<file path="src/rtl/conv_pool_engine.sv">
// 3x3 zero-padded convolution with bias, ReLU and saturation into layer 0 (csel=1),
// followed by optional 2x2 stride-2 max pooling into layer 1 (csel=3).
module conv_pool_engine #(
  parameter int AW   = 6,
  parameter int DW   = 20,
  parameter int FRAC = 16
) (
  input  logic              clk,
  input  logic              reset,
  input  logic              ready,
  input  logic              pool_en,
  input  logic              kwr,
  input  logic [3:0]        kaddr,
  input  logic [DW-1:0]     kdata,
  output logic              busy,
  output logic [2*AW-1:0]   iaddr,
  input  logic [DW-1:0]     idata,
  output logic              crd,
  output logic [2*AW-1:0]   caddr_rd,
  input  logic [DW-1:0]     cdata_rd,
  output logic              cwr,
  output logic [2*AW-1:0]   caddr_wr,
  output logic [DW-1:0]     cdata_wr,
  output logic [2:0]        csel
);

  localparam int N     = 1 << AW;
  localparam int PW    = 2 * DW;
  localparam int ACC_W = 2 * DW + 4;

  localparam logic [AW-1:0]          X_LAST      = AW'(N - 1);
  localparam logic [AW-1:0]          X_LAST_POOL = AW'(N - 2);
  localparam logic signed [ACC_W-1:0] ROUND_HALF = ACC_W'(1) <<< (FRAC - 1);
  localparam logic signed [ACC_W-1:0] SAT_MAX    = (ACC_W'(1) <<< (DW - 1)) - ACC_W'(1);
  localparam logic [DW-1:0]          RES_MAX     = {1'b0, {(DW-1){1'b1}}};

  // K0..K8 then bias, in 20-bit two's complement.
  localparam logic [19:0] K_DEFAULT [10] = '{
    20'h0A89E, 20'h092D5, 20'h06D43, 20'h01004, 20'hF8F71,
    20'hF6E54, 20'hFA6D7, 20'hFC834, 20'hFAC19, 20'h01310
  };

  typedef enum logic [2:0] {
    IDLE, CONV_RD, CONV_WR, POOL_RD, POOL_MAX, POOL_WR, DONE
  } state_t;

  state_t                   state, next_state;
  logic [AW-1:0]            x, y;
  logic [3:0]               cnt;
  logic                     pool_q;
  logic signed [DW-1:0]     kreg [10];
  logic signed [DW-1:0]     idata_q;
  logic signed [ACC_W-1:0]  acc, term, rounded;
  logic signed [PW-1:0]     prod;
  logic [3:0]               acc_tap;
  logic [DW-1:0]            conv_result;
  logic signed [DW-1:0]     pool_max;
  logic signed [DW-1:0]     rd_value;
  logic                     frame_last, pool_last;

  logic                     crd_d, cwr_d;
  logic [2:0]               csel_d;
  logic [2*AW-1:0]          caddr_rd_d, caddr_wr_d;
  logic [DW-1:0]            cdata_wr_d;

  // Tap k as {row, col}, each 0..2 meaning offset -1..+1.
  function automatic logic [3:0] tap_offsets(input logic [3:0] k);
    case (k)
      4'd0:    return {2'd0, 2'd0};
      4'd1:    return {2'd0, 2'd1};
      4'd2:    return {2'd0, 2'd2};
      4'd3:    return {2'd1, 2'd0};
      4'd4:    return {2'd1, 2'd1};
      4'd5:    return {2'd1, 2'd2};
      4'd6:    return {2'd2, 2'd0};
      4'd7:    return {2'd2, 2'd1};
      4'd8:    return {2'd2, 2'd2};
      default: return {2'd1, 2'd1};
    endcase
  endfunction

  function automatic logic tap_inside(input logic [3:0] k, input logic [AW-1:0] px,
                                      input logic [AW-1:0] py);
    logic [1:0] r, c;
    {r, c} = tap_offsets(k);
    return !((r == 2'd0 && py == '0) || (r == 2'd2 && py == X_LAST) ||
             (c == 2'd0 && px == '0) || (c == 2'd2 && px == X_LAST));
  endfunction

  function automatic logic [2*AW-1:0] tap_addr(input logic [3:0] k, input logic [AW-1:0] px,
                                              input logic [AW-1:0] py);
    logic [1:0] r, c;
    {r, c} = tap_offsets(k);
    return {py + AW'(r) - AW'(1), px + AW'(c) - AW'(1)};
  endfunction

  assign frame_last = (x == X_LAST) && (y == X_LAST);
  assign pool_last  = (x == X_LAST_POOL) && (y == X_LAST_POOL);
  assign acc_tap    = cnt - 4'd2;
  assign prod       = PW'(idata_q) * PW'(kreg[acc_tap]);
  assign rounded    = (acc + ROUND_HALF) >>> FRAC;
  assign rd_value   = $signed(cdata_rd);

  // Out-of-image taps were still fetched (wrapped address) but contribute nothing.
  always_comb begin
    // NOTE: every combinational output gets a default first so no path leaves it
    // unassigned, which would otherwise infer a latch.
    term = '0;
    if (state == CONV_RD) begin
      if (cnt >= 4'd2 && cnt <= 4'd10 && tap_inside(acc_tap, x, y)) begin
        term = ACC_W'(prod);
      end else if (cnt == 4'd11) begin
        term = ACC_W'(kreg[9]) <<< FRAC;
      end
    end
  end

  always_comb begin
    conv_result = rounded[DW-1:0];
    if (acc < 0) begin
      conv_result = '0;
    end else if (rounded > SAT_MAX) begin
      conv_result = RES_MAX;
    end
  end

  always_ff @(posedge clk or posedge reset) begin
    if (reset) state <= IDLE;
    else       state <= next_state;
  end

  always_comb begin
    next_state = state;
    case (state)
      IDLE:     if (ready) next_state = CONV_RD;
      CONV_RD:  if (cnt == 4'd11) next_state = CONV_WR;
      CONV_WR: begin
        if (!frame_last)  next_state = CONV_RD;
        else if (pool_q)  next_state = POOL_RD;
        else              next_state = DONE;
      end
      POOL_RD:  if (cnt == 4'd4) next_state = POOL_MAX;
      POOL_MAX: next_state = POOL_WR;
      POOL_WR:  next_state = pool_last ? DONE : POOL_RD;
      DONE:     next_state = IDLE;
      default:  next_state = IDLE;
    endcase
  end

  // Memory-port values are computed here and registered below, so each strobe
  // appears on the port the cycle after its state.
  always_comb begin
    busy       = 1'b0;
    iaddr      = '0;
    crd_d      = 1'b0;
    cwr_d      = 1'b0;
    csel_d     = 3'd0;
    caddr_rd_d = '0;
    caddr_wr_d = '0;
    cdata_wr_d = '0;
    case (state)
      CONV_RD: begin
        busy = 1'b1;
        if (cnt <= 4'd8) iaddr = tap_addr(cnt, x, y);
      end
      CONV_WR: begin
        busy       = 1'b1;
        cwr_d      = 1'b1;
        csel_d     = 3'd1;
        caddr_wr_d = {y, x};
        cdata_wr_d = conv_result;
      end
      POOL_RD: begin
        busy = 1'b1;
        if (cnt <= 4'd3) begin
          crd_d      = 1'b1;
          csel_d     = 3'd1;
          caddr_rd_d = {y + AW'(cnt[1]), x + AW'(cnt[0])};
        end
      end
      POOL_MAX: busy = 1'b1;
      POOL_WR: begin
        busy       = 1'b1;
        cwr_d      = 1'b1;
        csel_d     = 3'd3;
        caddr_wr_d = {2'b00, y[AW-1:1], x[AW-1:1]};
        cdata_wr_d = pool_max;
      end
      default: ;
    endcase
  end

  always_ff @(posedge clk or posedge reset) begin
    if (reset) begin
      x        <= '0;
      y        <= '0;
      cnt      <= '0;
      pool_q   <= 1'b0;
      idata_q  <= '0;
      acc      <= '0;
      pool_max <= '0;
      crd      <= 1'b0;
      cwr      <= 1'b0;
      csel     <= 3'd0;
      caddr_rd <= '0;
      caddr_wr <= '0;
      cdata_wr <= '0;
      // NOTE: the kernel file is ten flops, not a RAM, so reset can load the
      // defaults directly; the image and result memories stay outside and unreset.
      for (int i = 0; i < 10; i++) kreg[i] <= DW'($signed(K_DEFAULT[i]));
    end else begin
      // NOTE: all state here uses <= so every flop samples pre-edge values.
      cnt      <= (next_state == state) ? cnt + 4'd1 : 4'd0;
      idata_q  <= $signed(idata);
      crd      <= crd_d;
      cwr      <= cwr_d;
      csel     <= csel_d;
      caddr_rd <= caddr_rd_d;
      caddr_wr <= caddr_wr_d;
      cdata_wr <= cdata_wr_d;

      case (state)
        IDLE: begin
          if (kwr && kaddr <= 4'd9) kreg[kaddr] <= $signed(kdata);
          if (ready) begin
            x      <= '0;
            y      <= '0;
            pool_q <= pool_en;
          end
        end
        CONV_RD: begin
          if (cnt == 4'd0) acc <= '0;
          else             acc <= acc + term;
        end
        CONV_WR: begin
          if (x == X_LAST) begin
            x <= '0;
            y <= y + AW'(1);
          end else begin
            x <= x + AW'(1);
          end
        end
        POOL_RD: begin
          if (cnt == 4'd2) pool_max <= rd_value;
          else if (cnt > 4'd2 && rd_value > pool_max) pool_max <= rd_value;
        end
        POOL_MAX: if (rd_value > pool_max) pool_max <= rd_value;
        POOL_WR: begin
          if (x == X_LAST_POOL) begin
            x <= '0;
            y <= y + AW'(2);
          end else begin
            x <= x + AW'(2);
          end
        end
        default: ;
      endcase
    end
  end

endmodule

</file>
<file path="config.mk">
export PLATFORM = sky130hd
export DESIGN_NAME = conv_pool_engine
export DESIGN_NICKNAME = d
export VERILOG_FILES = /design/src/rtl/conv_pool_engine.sv
export SDC_FILE = /design/constraint.sdc
export NUM_CORES = 2
export LEC_CHECK = 0
export ABC_AREA = 1
export BUFFER_PORTS_ARGS = -buffer_cell sky130_fd_sc_hd__buf_4
export CAP_MARGIN = 20
export CORE_MARGIN = 5
export CORE_UTILIZATION = 35
export CTS_CLUSTER_SIZE = 20
export DETAILED_ROUTE_END_ITERATION = 16
export MAX_ROUTING_LAYER = met4
export PLACE_DENSITY_LB_ADDON = 0.25
export SLEW_MARGIN = 20
export SYNTH_ARGS = -nofsm -noshare
export SYNTH_HDL_FRONTEND = slang
export SYNTH_SLANG_ARGS = --single-unit
</file>
<file path="constraint.sdc">
create_clock -name clk -period 16.39 [get_ports clk]
set_input_delay 2.4585 -clock clk [delete_from_list [all_inputs] [get_ports clk]]
set_output_delay 2.4585 -clock clk [all_outputs]
set_load 0.01 [all_outputs]
</file>
==> impl_metrics.py <==
metrics = {
    "power": {
        "leakage_nw": 20.0,
        "fin_total_pwr_mw": 2.74,
        "power_density_nw_per_um2": 68.9,
        "peakVddDrop_mv": 0.0755,
    },
    "sta": {
        "max_slew_margin_pct": 33.9,
        "hold_violations": 0,
        "skew_ns": 0.0248,
        "finalSetupViolations": 0,
        "fin_crit_sh_pct": 73.9,
        "min_period_ns": 12.12,
        "rsz0062_at_grt": "false",
        "timing.fmax_mhz": 82.5,
        "setup_ws_ns": 4.27,
        "slew_viol_final": 0,
        "tightest_slew_ns": 0.990,
        "setup_tns_ns": 0,
    },
    "cts": {
        "clk_pin_slew_ns": 0.06,
        "htree_levels": 2,
        "cts_buffers": 44,
        "cts_setup_buffers": 0,
        "worstSkewPairLatency_ns": 0.62,
        "cts_resized": 0,
        "ctsLongestPathBuffers": 3,
        "cts_tree": "yes",
        "cts_sinks": 352,
        "hold_buffers": 0,
        "root_buffer": "clkbuf_16",
    },
    "drt": {
        "postRouteAntennaNets": 0,
        "drt_iter0_drc": 2305,
        "wirelength_mm": 116,
        "num_vias": 30600,
        "drc_errors": 0,
        "wire_per_inst_um": 19.1,
        "drtPass1Iterations": 6,
        "vias_per_cell": 5.02,
    },
    "die": {
        "io-pin-count": 131,
        "die_w_um": 331,
        "row_count": 117,
        "core_um2": 102000,
        "die_h_um": 331,
        "initial_core_util_pct": 35.4,
        "dieArea_um2": 110000,
    },
    "layout": {
        "final-seq-area_um2": 8920,
        "syn_to_final_growth_pct": 10.3,
        "multi_input_area_um2": 23300,
        "fin_nets": 5398,
        "final_cell_mix": "nand2_1 (1,019), inv_1 (818), nor2_1 (563), o21ai_0 (446), fa_1 (423)",
        "final_common_cell": "nand2_1",
        "drive_above_1_share_pct": 7.91,
        "fill_cells": 10800,
    },
    "run_status": {
        "outcome": "finished, final reports clean",
    },
    "logic_synthesis": {
        "ys_async_sr_fraction_pct": 100,
        "synth_top_area_share_pct": 23.5,
        "synth_ff_type": "dfrtp_1",
        "synth_seq_area_share_pct": 24.7,
        "yosys.area.top_type": "fa_1",
        "syn_area_um2": 36100,
        "synth_warnings": 0,
        "synth_edf_count": 0,
        "syn_inst": 4645,
        "synth_cell_types": 57,
        "yosys-top-cells-area": "fa_1 (23%), dfrtp_1 (18%), nand2_1 (11%), inv_1 (8.5%), ha_1 (7.4%)",
        "ys_ff_latch": 352,
        "synth_nets": 5351,
        "avgSynthCellArea_um2": 7.77,
    },
    "placement": {
        "port_buffers": 129,
        "gp_congestion": 0.963,
        "dp_slack_ns": 4.46,
        "dpl.hpwl_mm": 91.2,
    },
    "grt": {
        "antenna_found_initial": 2,
        "track_usage_pct": 22.1,
        "grt_pass1_vias": 31000,
        "grt_pass1_wl_mm": 183,
        "overflow": 0,
        "grt_max_degree": 116,
    },
    "setup_path": {
        "cp_data_required_time_ns": 16.85,
        "crit_type": "reg2reg",
        "max_stage_delay_ns": 0.88,
        "slowest_stage": "fa_1",
        "worstPathArrival_ns": 12.57,
        "start_kind": "flip-flop",
        "endpoint_kind": "flip-flop",
        "cp_max_fo": 73,
        "crit_family": "adder cells",
        "path_common_cell": "inv_1",
        "path_buf_inv": 10,
    },
    "job": {
        "maxCapViolations": 0,
    },
    "worst_hold_path": {
        "hold_class": "reg2reg",
    },
}
[layout make-up]
class	count	area share, %
Timing Repair Buffer	162	3.06
Sequential cell	352	22.4
Multi-Input combinational cell	3289	58.5
Inverter	843	7.97
Tap cell	1368	4.30
Clock buffer	64	3.13
Clock inverter	17	0.563
Antenna cell	3	0.0189
[sequential cells by signal, indices dropped and copies added, names as in the netlist]
register and count:
state 3, kreg 200, caddr_rd 12, caddr_wr 12, acc 44, cnt 4, cwr 1, pool_max 20
csel 2, crd 1, cdata_wr 20, x 6, y 6, pool_q 1, idata_q 20
[Yosys cell counts, types with 5 or more instances]
library cell,number
nor3_2,7
fa_1,423
nand2_2,5
nand3b_1,6
xor2_1,44
xnor2_1,18
o22ai_1,31
dfrtp_1,262
a21oi_1,135
a31oi_1,14
nand4_1,27
or2_2,9
ha_1,214
o21ai_0,446
o21ai_1,9
nor3b_1,6
o221ai_1,27
o21bai_1,19
clkinv_1,12
o211ai_1,25
dfstp_2,90
nand2_1,1019
nand3_1,131
nor2_1,564
inv_2,11
clkbuf_1,96
a21boi_0,8
nor3_1,35
a21o_1,16
buf_2,54
inv_1,820
nor4_1,7
[cells by family (layout without fill, tap and decap cells)]
family	count (synthesis)	in the layout	share of synthesized area [%]
flip-flops	352	352	24.7
adder cells (fa/ha/maj)	637	637	30.9
AO/OA/AOI/OAI	752	752	11.6
AND/OR/NAND/NOR	1837	1837	20.6
other	1	4	0.0104
XOR/XNOR	62	62	1.50
buffers and inverters	1004	1086	10.7
[metal layers]
layer	routed length (um)	global-route usage (%)	vias to the layer above
met2	53300	34.6	890
met5	0	-	-
met1	52400	30.3	15000
met3	7610	3.44	160
met4	3040	5.71	0
li1	-	-	14500
[worst paths after layout]
path / startpoint / end / slack, ns / cells past startpoint
worst max register to register: cnt[0]$_DFF_PP0_ / acc[39]$_DFFE_PP0P_ / 4.27 / 39
max in group asynchronous: reset / acc[6]$_DFFE_PP0P_ / 12.26 / 4
worst min register to register: pool_max[19]$_DFFE_PP0P_ / pool_max[19]$_DFFE_PP0P_ / 0.47 / 2
worst min-delay path: pool_max[19]$_DFFE_PP0P_ / pool_max[19]$_DFFE_PP0P_ / 0.47 / 2
worst max-delay path: cnt[0]$_DFF_PP0_ / acc[39]$_DFFE_PP0P_ / 4.27 / 39
min in group asynchronous: reset / caddr_rd[7]$_DFF_PP0_ / 1.94 / 2
[worst min-delay path: stages (launching register included)]
cell and delay, ns:
dfrtp_1 0.34, nand2_1 0.05, nand2_1 0.05
[per-stage QoR]
stage / utilization, % / cell area (um^2) / instances / hold slack (ns)
floorplan: - / 36100 / 4645 / 0.442
global placement: 37.6 / 38300 / 6014 / 0.454
detailed placement: 37.6 / 38300 / 6014 / 0.464
CTS: 39.0 / 39800 / 6095 / 0.474
global route: 39.0 / 39800 / 6096 / 0.492
finish: 39.0 / 39800 / 6098 / 0.473
[where the power goes]
| part | switching [mW] | internal [mW] |
|---|---|---|
| Sequential | 0.103 | 0.930 |
| Clock | 0.422 | 0.594 |
| Combinational | 0.477 | 0.217 |
No activity file was read; power rests on OpenSTA's default activity.
